$ cat src/rtl/downsample_sequencer.sv
// Walks every 2x2 block of the input image, sums four reads, writes one averaged pixel.
// Define DOWNSAMPLE_ROUND_EN for round-half-up averaging; default build truncates.
module downsample_sequencer #(
   parameter int IMG_W  = 256,
   parameter int IMG_H  = 256,
   parameter int ADDR_W = 16,
   parameter int DATA_W = 8
) (
   input  logic              clock,
   input  logic              reset_n,
   input  logic              start_process,
   input  logic              pause,
   output logic              rd_en,
   output logic [ADDR_W-1:0] rd_addr,
   input  logic [DATA_W-1:0] rd_data,
   output logic              wr_en,
   output logic [ADDR_W-1:0] wr_addr,
   output logic [DATA_W-1:0] wr_data,
   output logic              end_process,
   output logic [1:0]        status
);

   localparam int OW   = IMG_W / 2;
   localparam int OH   = IMG_H / 2;
   localparam int OX_W = (OW > 1) ? $clog2(OW) : 1;
   localparam int OY_W = (OH > 1) ? $clog2(OH) : 1;
   localparam logic [OX_W-1:0] OX_MAX = OX_W'(OW - 1);
   localparam logic [OY_W-1:0] OY_MAX = OY_W'(OH - 1);
   localparam logic [1:0] ST_IDLE = 2'b00;
   localparam logic [1:0] ST_BUSY = 2'b01;
   localparam logic [1:0] ST_DONE = 2'b10;
`ifdef DOWNSAMPLE_ROUND_EN
   localparam logic [DATA_W+1:0] ROUND_OFS = (DATA_W+2)'(2);
`else
   localparam logic [DATA_W+1:0] ROUND_OFS = '0;
`endif

   typedef enum logic [2:0] {S_IDLE, S_RD, S_ACC, S_WR, S_DONE} state_t;

   state_t              r_state, w_state_nxt;
   logic [OX_W-1:0]     r_ox;
   logic [OY_W-1:0]     r_oy;
   logic [1:0]          r_k;
   logic [DATA_W+1:0]   r_acc;
   logic                r_rd_vld;
   logic [DATA_W+1:0]   w_acc_sum;
   logic [ADDR_W-1:0]   w_rd_addr, w_wr_addr;
   logic                w_rd_en, w_wr_en, w_end, w_clr, w_last;
   logic [1:0]          w_status;

   // Offset of 2 before the shift gives round-half-up; 4*max+2 still fits DATA_W+2 bits.
   function automatic logic [DATA_W-1:0] f_average(input logic [DATA_W+1:0] i_sum);
      logic [DATA_W+1:0] v_t;
      v_t = i_sum + ROUND_OFS;
      return DATA_W'(v_t >> 2);
   endfunction

   // The datum returned on the same edge as the write is folded in via this bypass.
   assign w_acc_sum = r_acc + (r_rd_vld ? {2'b00, rd_data} : '0);
   assign w_rd_addr = ADDR_W'({r_oy, r_k[1]}) * ADDR_W'(IMG_W) + ADDR_W'({r_ox, r_k[0]});
   assign w_wr_addr = ADDR_W'(r_oy) * ADDR_W'(OW) + ADDR_W'(r_ox);
   assign w_last    = (r_ox == OX_MAX) && (r_oy == OY_MAX);

   always_ff @(posedge clock or negedge reset_n) begin
      if (!reset_n) r_state <= S_IDLE;
      else          r_state <= w_state_nxt;
   end

   always_comb begin
      w_state_nxt = r_state;
      w_rd_en     = 1'b0;
      w_wr_en     = 1'b0;
      w_end       = 1'b0;
      w_clr       = 1'b0;
      w_status    = ST_BUSY;
      case (r_state)
         S_IDLE: begin
            w_status = ST_IDLE;
            if (start_process) begin
               w_clr       = 1'b1;
               w_status    = ST_BUSY;
               w_state_nxt = S_RD;
            end
         end
         S_RD: begin
            if (!pause) begin
               w_rd_en = 1'b1;
               if (r_k == 2'd3) w_state_nxt = S_ACC;
            end
         end
         S_ACC: w_state_nxt = S_WR;
         S_WR: begin
            if (!pause) begin
               w_wr_en     = 1'b1;
               w_state_nxt = w_last ? S_DONE : S_RD;
            end
         end
         S_DONE: begin
            w_status    = ST_DONE;
            w_end       = 1'b1;
            w_state_nxt = S_IDLE;
         end
         default: w_state_nxt = S_IDLE;
      endcase
   end

   always_ff @(posedge clock or negedge reset_n) begin
      if (!reset_n) begin
         rd_en       <= 1'b0;
         rd_addr     <= '0;
         wr_en       <= 1'b0;
         wr_addr     <= '0;
         wr_data     <= '0;
         end_process <= 1'b0;
         status      <= ST_IDLE;
         r_rd_vld    <= 1'b0;
         r_acc       <= '0;
         r_k         <= '0;
         r_ox        <= '0;
         r_oy        <= '0;
      end else begin
         r_rd_vld    <= rd_en;
         rd_en       <= w_rd_en;
         wr_en       <= w_wr_en;
         end_process <= w_end;
         status      <= w_status;
         if (w_rd_en) rd_addr <= w_rd_addr;
         if (w_wr_en) begin
            wr_addr <= w_wr_addr;
            wr_data <= f_average(w_acc_sum);
         end
         if (w_clr || w_wr_en) begin
            r_acc <= '0;
            r_k   <= '0;
         end else begin
            r_acc <= w_acc_sum;
            if (w_rd_en) r_k <= r_k + 2'd1;
         end
         if (w_clr) begin
            r_ox <= '0;
            r_oy <= '0;
         end else if (w_wr_en) begin
            if (r_ox == OX_MAX) begin
               r_ox <= '0;
               r_oy <= (r_oy == OY_MAX) ? '0 : r_oy + 1'b1;
            end else begin
               r_ox <= r_ox + 1'b1;
            end
         end
      end
   end

endmodule

$ cat config.mk
export PLATFORM = sky130hd
export DESIGN_NAME = downsample_sequencer
export DESIGN_NICKNAME = d
export VERILOG_FILES = /design/src/rtl/downsample_sequencer.sv
export SDC_FILE = /design/constraint.sdc
export NUM_CORES = 1
export LEC_CHECK = 0
export ABC_CLOCK_PERIOD_IN_PS = 1900
export CORE_UTILIZATION = 48
export CTS_CLUSTER_SIZE = 24
export DETAILED_ROUTE_END_ITERATION = 12
export GPL_TIMING_DRIVEN = 0
export PLACE_DENSITY = 0.84
export SYNTH_ARGS = -nofsm -noshare
export SYNTH_HDL_FRONTEND = slang
export SYNTH_SLANG_ARGS = --single-unit
$ cat constraint.sdc
create_clock -name clock -period 1.9 [get_ports clock]
set_input_delay 0.285 -clock clock [delete_from_list [all_inputs] [get_ports clock]]
set_output_delay 0.285 -clock clock [all_outputs]
set_load 0.02 [all_outputs]
==> metrics.md, run 1 <==
| Metric | Value |
|---|---|
| Syn Inst Count | `roughly 310` |
| Final count of hold timing violations | `0` |
| Routed length on met1 | `roughly 3.6 mm` |
| Crit-path max FO | `8` |
| CTS tree | `built` |
| TritonCTS Buffers | `9` |
| Largest net degree at the start of global routing | `73` |
| Critical path startpoint | `r_rd_vld` |
| Setup violators final | `1` |
| Die H | `about 85 µm` |
| Synth unique cells | `50` |
| Vias in the first global route | `around 2.4k` |
| DR iter-0 viols | `~180` |
| MaxCap Viol Count | `0` |
| Vias | `2537` |
| Row Count | `29` |
| Uppermost layer routed | `met4` |
| Clk_lat worst skew | `350 ps` |
| Vias/cell | `between 5 and 6` |
| Violated checks | `negative setup slack` |
| Critical path's largest stage delay | `roughly 460 ps` |
| Nets@finish | `about 400` |
| Number of synthesized flops with an enable pin | `0` |
| Core area | `~6500 µm²` |
| Worst vdd ir | `0.9221 mV` |
| GRT overflow | `0` |
| Slew @ Worst Pin | `about 900 ps` |
| Leakage | `approximately 2 nW` |
| Setup CP Type | `flip-flop to flip-flop` |
| CP Cell Sequence | `and2_4, ha_4, nand4_1, or3_4, and3_4, o31ai_4` |
| Placed Area | `about 4000 µm²` |
| CTS clk-pin slew, worst paths | `70 ps` |
| Yosys Warn Count | `0` |
| Final WL | `7.345 mm` |
| DIE WIDTH | `between 80 and 90 µm` |
| # IOs | `57` |
| Status | `complete, but fails checks` |
| CTS root buf | `clkbuf_8` |
| Setup TNS | `-34.10 ps` |
| Crit path DAT | `approximately 2200 ps` |
| GP Congestion | `0.8339` |
| # diodes | `0` |
| Syn Area/Cell | `10.64 µm²` |
| Critical Path Source Type | `flip-flop` |
| Worst Path Required | `about 2200 ps` |
| Residual DRC count | `0` |
| Filler instances | `476` |
| FF-to-FF path depth | `6` |
| Worst Hold Class | `primary input to asynchronous set/reset pin` |
| Global-route wire length before repair | `between 10 and 15 mm` |
| Hpwl dp | `around 4.8 mm` |
| RSZ-0062 raised after global routing | `true` |
| Setup ws final | `-34.10 ps` |
| CTS H-Tree Depth | `3` |
| Fmax | `roughly 520 MHz` |
| Design Power | `between 5 and 6 mW` |
| Die area | `roughly 7200 µm²` |
| Placement Setup Slack | `-429.6 ps` |
| Worst relative slew slack | `between 40% and 50%` |
| Total placed cells including tap cells | `~440` |
| Final Cell Area | `4389 µm²` |
| Reg2reg start | `r_rd_vld` |
| Top FF cell, synth | `dfrtp_1` |
| Initial core utilization | `approximately 51%` |
| 1st-pass router iterations | `4` |
| Non-filler instance count after layout | `around 460` |
| Fin crit share | `101.8%` |
| Pins Over Slew Limit | `0` |
| # port buffers | `54` |
| Power Dens Cells | `~1400 nW/µm²` |
| Max Root-Sink Buffers | `2` |
| Register bit total from synthesis | `between 70 and 80` |
| Terminus of the critical flop-to-flop path | `wr_data[7]` |
| Layout overhead on the synthesized area | `32.28%` |
| Tmin final | `approximately 1900 ps` |
| Routed length on met3 | `roughly 230 µm` |
| Critical path endpoint category | `flip-flop` |
| Fraction of registers with async set/reset | `100.0%` |
| DR WL met2 | `between 3 and 4 mm` |
| Total Routing Usage GR | `21.24%` |
| Slowest-stage cell, CP | `dfrtp_2` |
| Post-route ant nets | `0` |
| Initial antenna violation count | `0` |
| Layout Skew | `10.20 ps` |
| Flop-to-flop setup slack | `-30 ps` |
| Netlist Area Pre-Place | `3318 µm²` |
| Part of the Yosys area used for sequential elements | `54.30%` |
| Clock sink count | `between 70 and 80` |
| Worst setup path endpoint | `wr_data[7]` |
| Average wire per standard cell | `between 15 and 20 µm` |
| Ratio of cells with drive above 1 in the final layout | `between 20% and 30%` |
-- cells by family (layout without fill, tap and decap cells) --
group	after synthesis	count (layout)	share of synthesized area, %
AOI/OAI and AO/OA	47	47	8.937
xor gates and xnor gates	10	10	2.639
adders and majority gates	12	12	4.751
buffers and inverters	17	89	3.016
DFF	72	72	54.30
muxes	18	18	6.033
other	1	2	0.1130
and+or+nand+nor	135	135	20.21
-- area by class of cell --
type,instances,area (µm²),share of cell area (%)
timing repair buffer,56,553.0,12.60
sequential,72,1803,41.08
tap,77,96.34,2.195
clock inverter,6,83.83,1.910
inverter,3,12.51,0.2851
buffer,14,87.58,1.995
clock buffer,10,127.6,2.908
multi-input combinational,224,1625,37.03
-- Yosys cell counts, types with 3 or more instances --
library cell | number | area share, %
ha_1 | 11 | 4.1
nand3b_1 | 3 | 0.68
o21ai_0 | 10 | 1.5
nor2_1 | 16 | 1.8
xnor2_1 | 5 | 1.3
nor3_1 | 8 | 1.2
xor2_1 | 5 | 1.3
nand3_1 | 10 | 1.5
clkbuf_1 | 3 | 0.34
dfrtp_1 | 72 | 54
buf_4 | 4 | 0.91
and3_1 | 4 | 0.75
a211oi_1 | 5 | 1.1
mux2_2 | 14 | 4.8
a21oi_1 | 13 | 2.0
and2_1 | 9 | 1.7
nand4_1 | 4 | 0.75
buf_2 | 4 | 0.60
o31ai_1 | 5 | 1.1
nand2_1 | 67 | 7.6
-- routing by layer --
metal | global-route usage [%] | up-vias
met5 | 0 | -
met4 | 8.320 | 0
met3 | 4.475 | 11
met2 | 30.72 | 52
met1 | 31.32 | 1257
li1 | - | 1217
-- registers in the layout (all words and copies together), names as in the netlist --
name / cells
end_process: 1
r_acc: 10
r_k: 2
r_ox: 7
r_oy: 7
r_rd_vld: 1
r_state: 3
rd_addr: 16
rd_en: 1
status: 1
wr_addr: 14
wr_data: 8
wr_en: 1
-- report_power, final --
part / switching, mW / leakage [nW] / total, mW / internal [mW]
Sequential: 0.323 / 0.950 / 2.22 / 1.90
Combinational: 1.28 / 0.924 / 2.44 / 1.16
Clock: 0.554 / 0.110 / 1.29 / 0.735
-- what timing repair did --
item / in CTS / in global routing
pin swaps: 9 / 6
gates resized for setup: 22 / 14
hold buffers: 0 / 0
hold endpoints to repair: 0 / 0
setup buffers: 2 / 0
setup endpoints to repair: 11 / 10
cloned: 0 / 0
-- per-stage QoR --
| stage | hold WS (ps) | util (%) |
|---|---|---|
| 4_1_cts | 95.72 | 66.50 |
| 3_5_place_dp | 367.2 | 60.91 |
| 2_1_floorplan | -10.59 | - |
| 5_1_grt | 139.0 | 67.58 |
| 6_report | 55.24 | 67.58 |
| 3_3_place_gp | 367.3 | 60.95 |
-- critical path, delay by kind of cell, from the launching register on --
kind,cells,cell delay (ps)
compound gates,1,200
flops,1,460
fa+ha+maj,1,290
simple gates,4,880
-- placed cells by master (no fill, tap or decap), types with 5 or more instances in the layout --
cell | synthesis | routed
dfrtp_1 | 72 | 71
nand2_1 | 67 | 67
clkdlybuf4s50_1 | 0 | 53
nor2_1 | 16 | 16
mux2_2 | 14 | 14
a21oi_1 | 13 | 11
o21ai_0 | 10 | 10
nand3_1 | 10 | 9
clkbuf_8 | 0 | 9
ha_4 | 0 | 8
and2_4 | 0 | 7
buf_4 | 4 | 7
nor3_1 | 8 | 5
xnor2_1 | 5 | 5
xor2_1 | 5 | 5
-- how the worst min path moves through the flow --
stage | start | slack, ps | to | depth (start not counted)
2_1_floorplan | reset_n | -10 | end_process | 0
3_3_place_gp | rd_en | 370 | r_rd_vld | 0
3_5_place_dp | rd_en | 370 | r_rd_vld | 0
4_1_cts | reset_n | 100 | rd_addr[11] | 1
5_1_grt | reset_n | 140 | rd_addr[7] | 1
6_report | reset_n | 60 | rd_addr[7] | 1
No activity file was read; power rests on OpenSTA's default activity.
==> inputs of run 2 (changes only) <==
--- a/config.mk
+++ b/config.mk
@@ -10,7 +10,7 @@
 export CTS_CLUSTER_SIZE = 24
 export DETAILED_ROUTE_END_ITERATION = 12
 export GPL_TIMING_DRIVEN = 0
-export PLACE_DENSITY = 0.84
+export PLACE_DENSITY_LB_ADDON = 0.2
 export SYNTH_ARGS = -nofsm -noshare
 export SYNTH_HDL_FRONTEND = slang
 export SYNTH_SLANG_ARGS = --single-unit
==> metrics.md, run 2 (synthesized netlist as in run 1, its figures left out) <==
| Metric | Value |
|---|---|
| Setup CP Type | `flip-flop to flip-flop` |
| # port buffers | `54` |
| Clock sink count | `72` |
| TritonCTS Buffers | `9` |
| CTS H-Tree Depth | `3` |
| Slew @ Worst Pin | `900.2 ps` |
| Clk_lat worst skew | `350 ps` |
| DIE WIDTH | `roughly 85 µm` |
| GRT overflow | `0` |
| Vias in the first global route | `~2.4k` |
| # IOs | `between 50 and 60` |
| Leakage | `1.999 nW` |
| MaxCap Viol Count | `0` |
| Worst Path Required | `~2200 ps` |
| Biggest register | `rd_addr` |
| Worst vdd ir | `approximately 0.7 mV` |
| Most frequent cells in the layout | `dfrtp_1, nand2_1, clkdlybuf4s50_1` |
| Nets@finish | `406` |
| Post-route ant nets | `0` |
| DR iter-0 viols | `165` |
| Total Routing Usage GR | `a little over a fifth` |
| # diodes | `0` |
| Setup ws final | `-83.52 ps` |
| Reg2reg start | `r_rd_vld` |
| Setup TNS | `-195.4 ps` |
| Critical path endpoint category | `flip-flop` |
| Placed Area | `about 4000 µm²` |
| Violated checks | `negative setup slack` |
| Placement Setup Slack | `-387.7 ps` |
| Setup violators final | `3` |
| Non-filler instance count after layout | `between 400 and 500` |
| Multi-input logic area | `1599 µm²` |
| GP Congestion | `between 0.8 and 0.9` |
| Design Power | `around 6 mW` |
| CTS clk-pin slew, worst paths | `about 80 ps` |
| Status | `complete, but fails checks` |
| Initial core utilization | `between 50% and 60%` |
| Largest net degree at the start of global routing | `73` |
| Max Root-Sink Buffers | `2` |
| Fin crit share | `104.4%` |
| Biggest regs | `rd_addr: 16 flops, wr_addr: 14 flops, r_acc: 10 flops` |
| Most common cell after layout, fill and taps aside | `dfrtp_1` |
| Filler instances | `about 530` |
| Final WL | `around 7 mm` |
| Cts hold-fix bufs | `0` |
| Average wire per standard cell | `15.43 µm` |
| Worst Hold Class | `primary input to asynchronous set/reset pin` |
| Ratio of cells with drive above 1 in the final layout | `roughly 20%` |
| Initial antenna violation count | `0` |
| Pins Over Slew Limit | `0` |
| Max reg flops | `16` |
| Worst relative slew slack | `roughly two fifths` |
| Hpwl dp | `~4.6 mm` |
| Final Cell Area | `~4400 µm²` |
| 1st-pass router iterations | `4` |
| Fmax | `slightly above 500 MHz` |
| Final count of hold timing violations | `0` |
| Layout overhead on the synthesized area | `32.96%` |
| Worst Hold Slack | `between 50 and 60 ps` |
| Core area | `about 6500 µm²` |
| Critical path startpoint | `r_rd_vld` |
| Crit-path max FO | `6` |
| Layout Skew | `around 8 ps` |
| CTS tree | `built` |
| Tmin final | `just under 2000 ps` |
| Global-route wire length before repair | `11.61 mm` |
| Residual DRC count | `0` |
| Critical Path Source Type | `flip-flop` |
| CTS root buf | `clkbuf_8` |
| Final core occ | `between 60% and 70%` |
| Die H | `roughly 85 µm` |
| Vias/cell | `5.543` |
| RSZ-0062 raised after global routing | `true` |
| Row Count | `29` |
| Crit path DAT | `roughly 2200 ps` |
| Total placed cells including tap cells | `approximately 440` |
| Flip-flop and latch area | `between 1500 and 2000 µm²` |
| Die area | `7250 µm²` |
| Vias | `about 2.6k` |
| Power Dens Cells | `approximately 1400 nW/µm²` |
## run 2: cell types whose count changed in the layout (fill, tap and decap cells not counted), sizes merged
cell / change
buf: +2
clkinv: -1
clkinvlp: +1
## run 2: worst paths after layout
check | end | slack [ps] | cells after the start
hold / removal | wr_data[0] | 60 | 1
setup reg to reg | r_acc[9] | -80 | 7
hold reg to reg | r_rd_vld | 380 | 0
setup / recovery | r_acc[9] | -80 | 7
max in group asynchronous | r_rd_vld | 1230 | 1
min in group clock | r_rd_vld | 380 | 0
## run 2: repair_timing
item | CTS | global route
resized for setup | 21 | 12
endpoints found under the hold margin | 0 | 0
setup buffers | 2 | 2
endpoints found under the setup margin | 11 | 11
pin swaps | 11 | 5
## run 2: worst max-delay path, cell delays in order (launching register included)
cell and delay [ps]:
dfrtp_2 430, buf_12 140, and2_4 130, ha_4 280, o211ai_1 150, or3_4 430
and3_4 170, nor3_1 160
## run 2: power breakdown
part,internal [mW],total (mW),switching (mW)
logic,1.21,2.47,1.26
registers,1.90,2.19,0.288
clock network,0.768,1.34,0.573
## run 2: layout make-up
class	count	share of cell area, %
inverters	3	0.2836
flip-flops and latches	72	40.87
clock inverters	6	1.872
multi-input cells	224	36.24
clock buffers	10	3.120
well taps	77	2.184
plain buffers	14	1.985
repair buffers	58	13.44
## run 2: per-layer routing
metal	global-route usage [%]	share of wire [%]
met1	30.39	48
met2	29.40	45
met3	5.739	5.4
met4	9.245	1.4
met5	0	0
==> inputs of run 3 (changes only) <==
--- a/config.mk
+++ b/config.mk
@@ -7,7 +7,7 @@
 export LEC_CHECK = 0
 export ABC_CLOCK_PERIOD_IN_PS = 1900
 export CORE_UTILIZATION = 48
-export CTS_CLUSTER_SIZE = 24
+export CTS_CLUSTER_SIZE = 28
 export DETAILED_ROUTE_END_ITERATION = 12
 export GPL_TIMING_DRIVEN = 0
 export PLACE_DENSITY_LB_ADDON = 0.2
==> results of run 3 <==
Same layout as run 2: the final DEF is identical, and so are final timing and power.
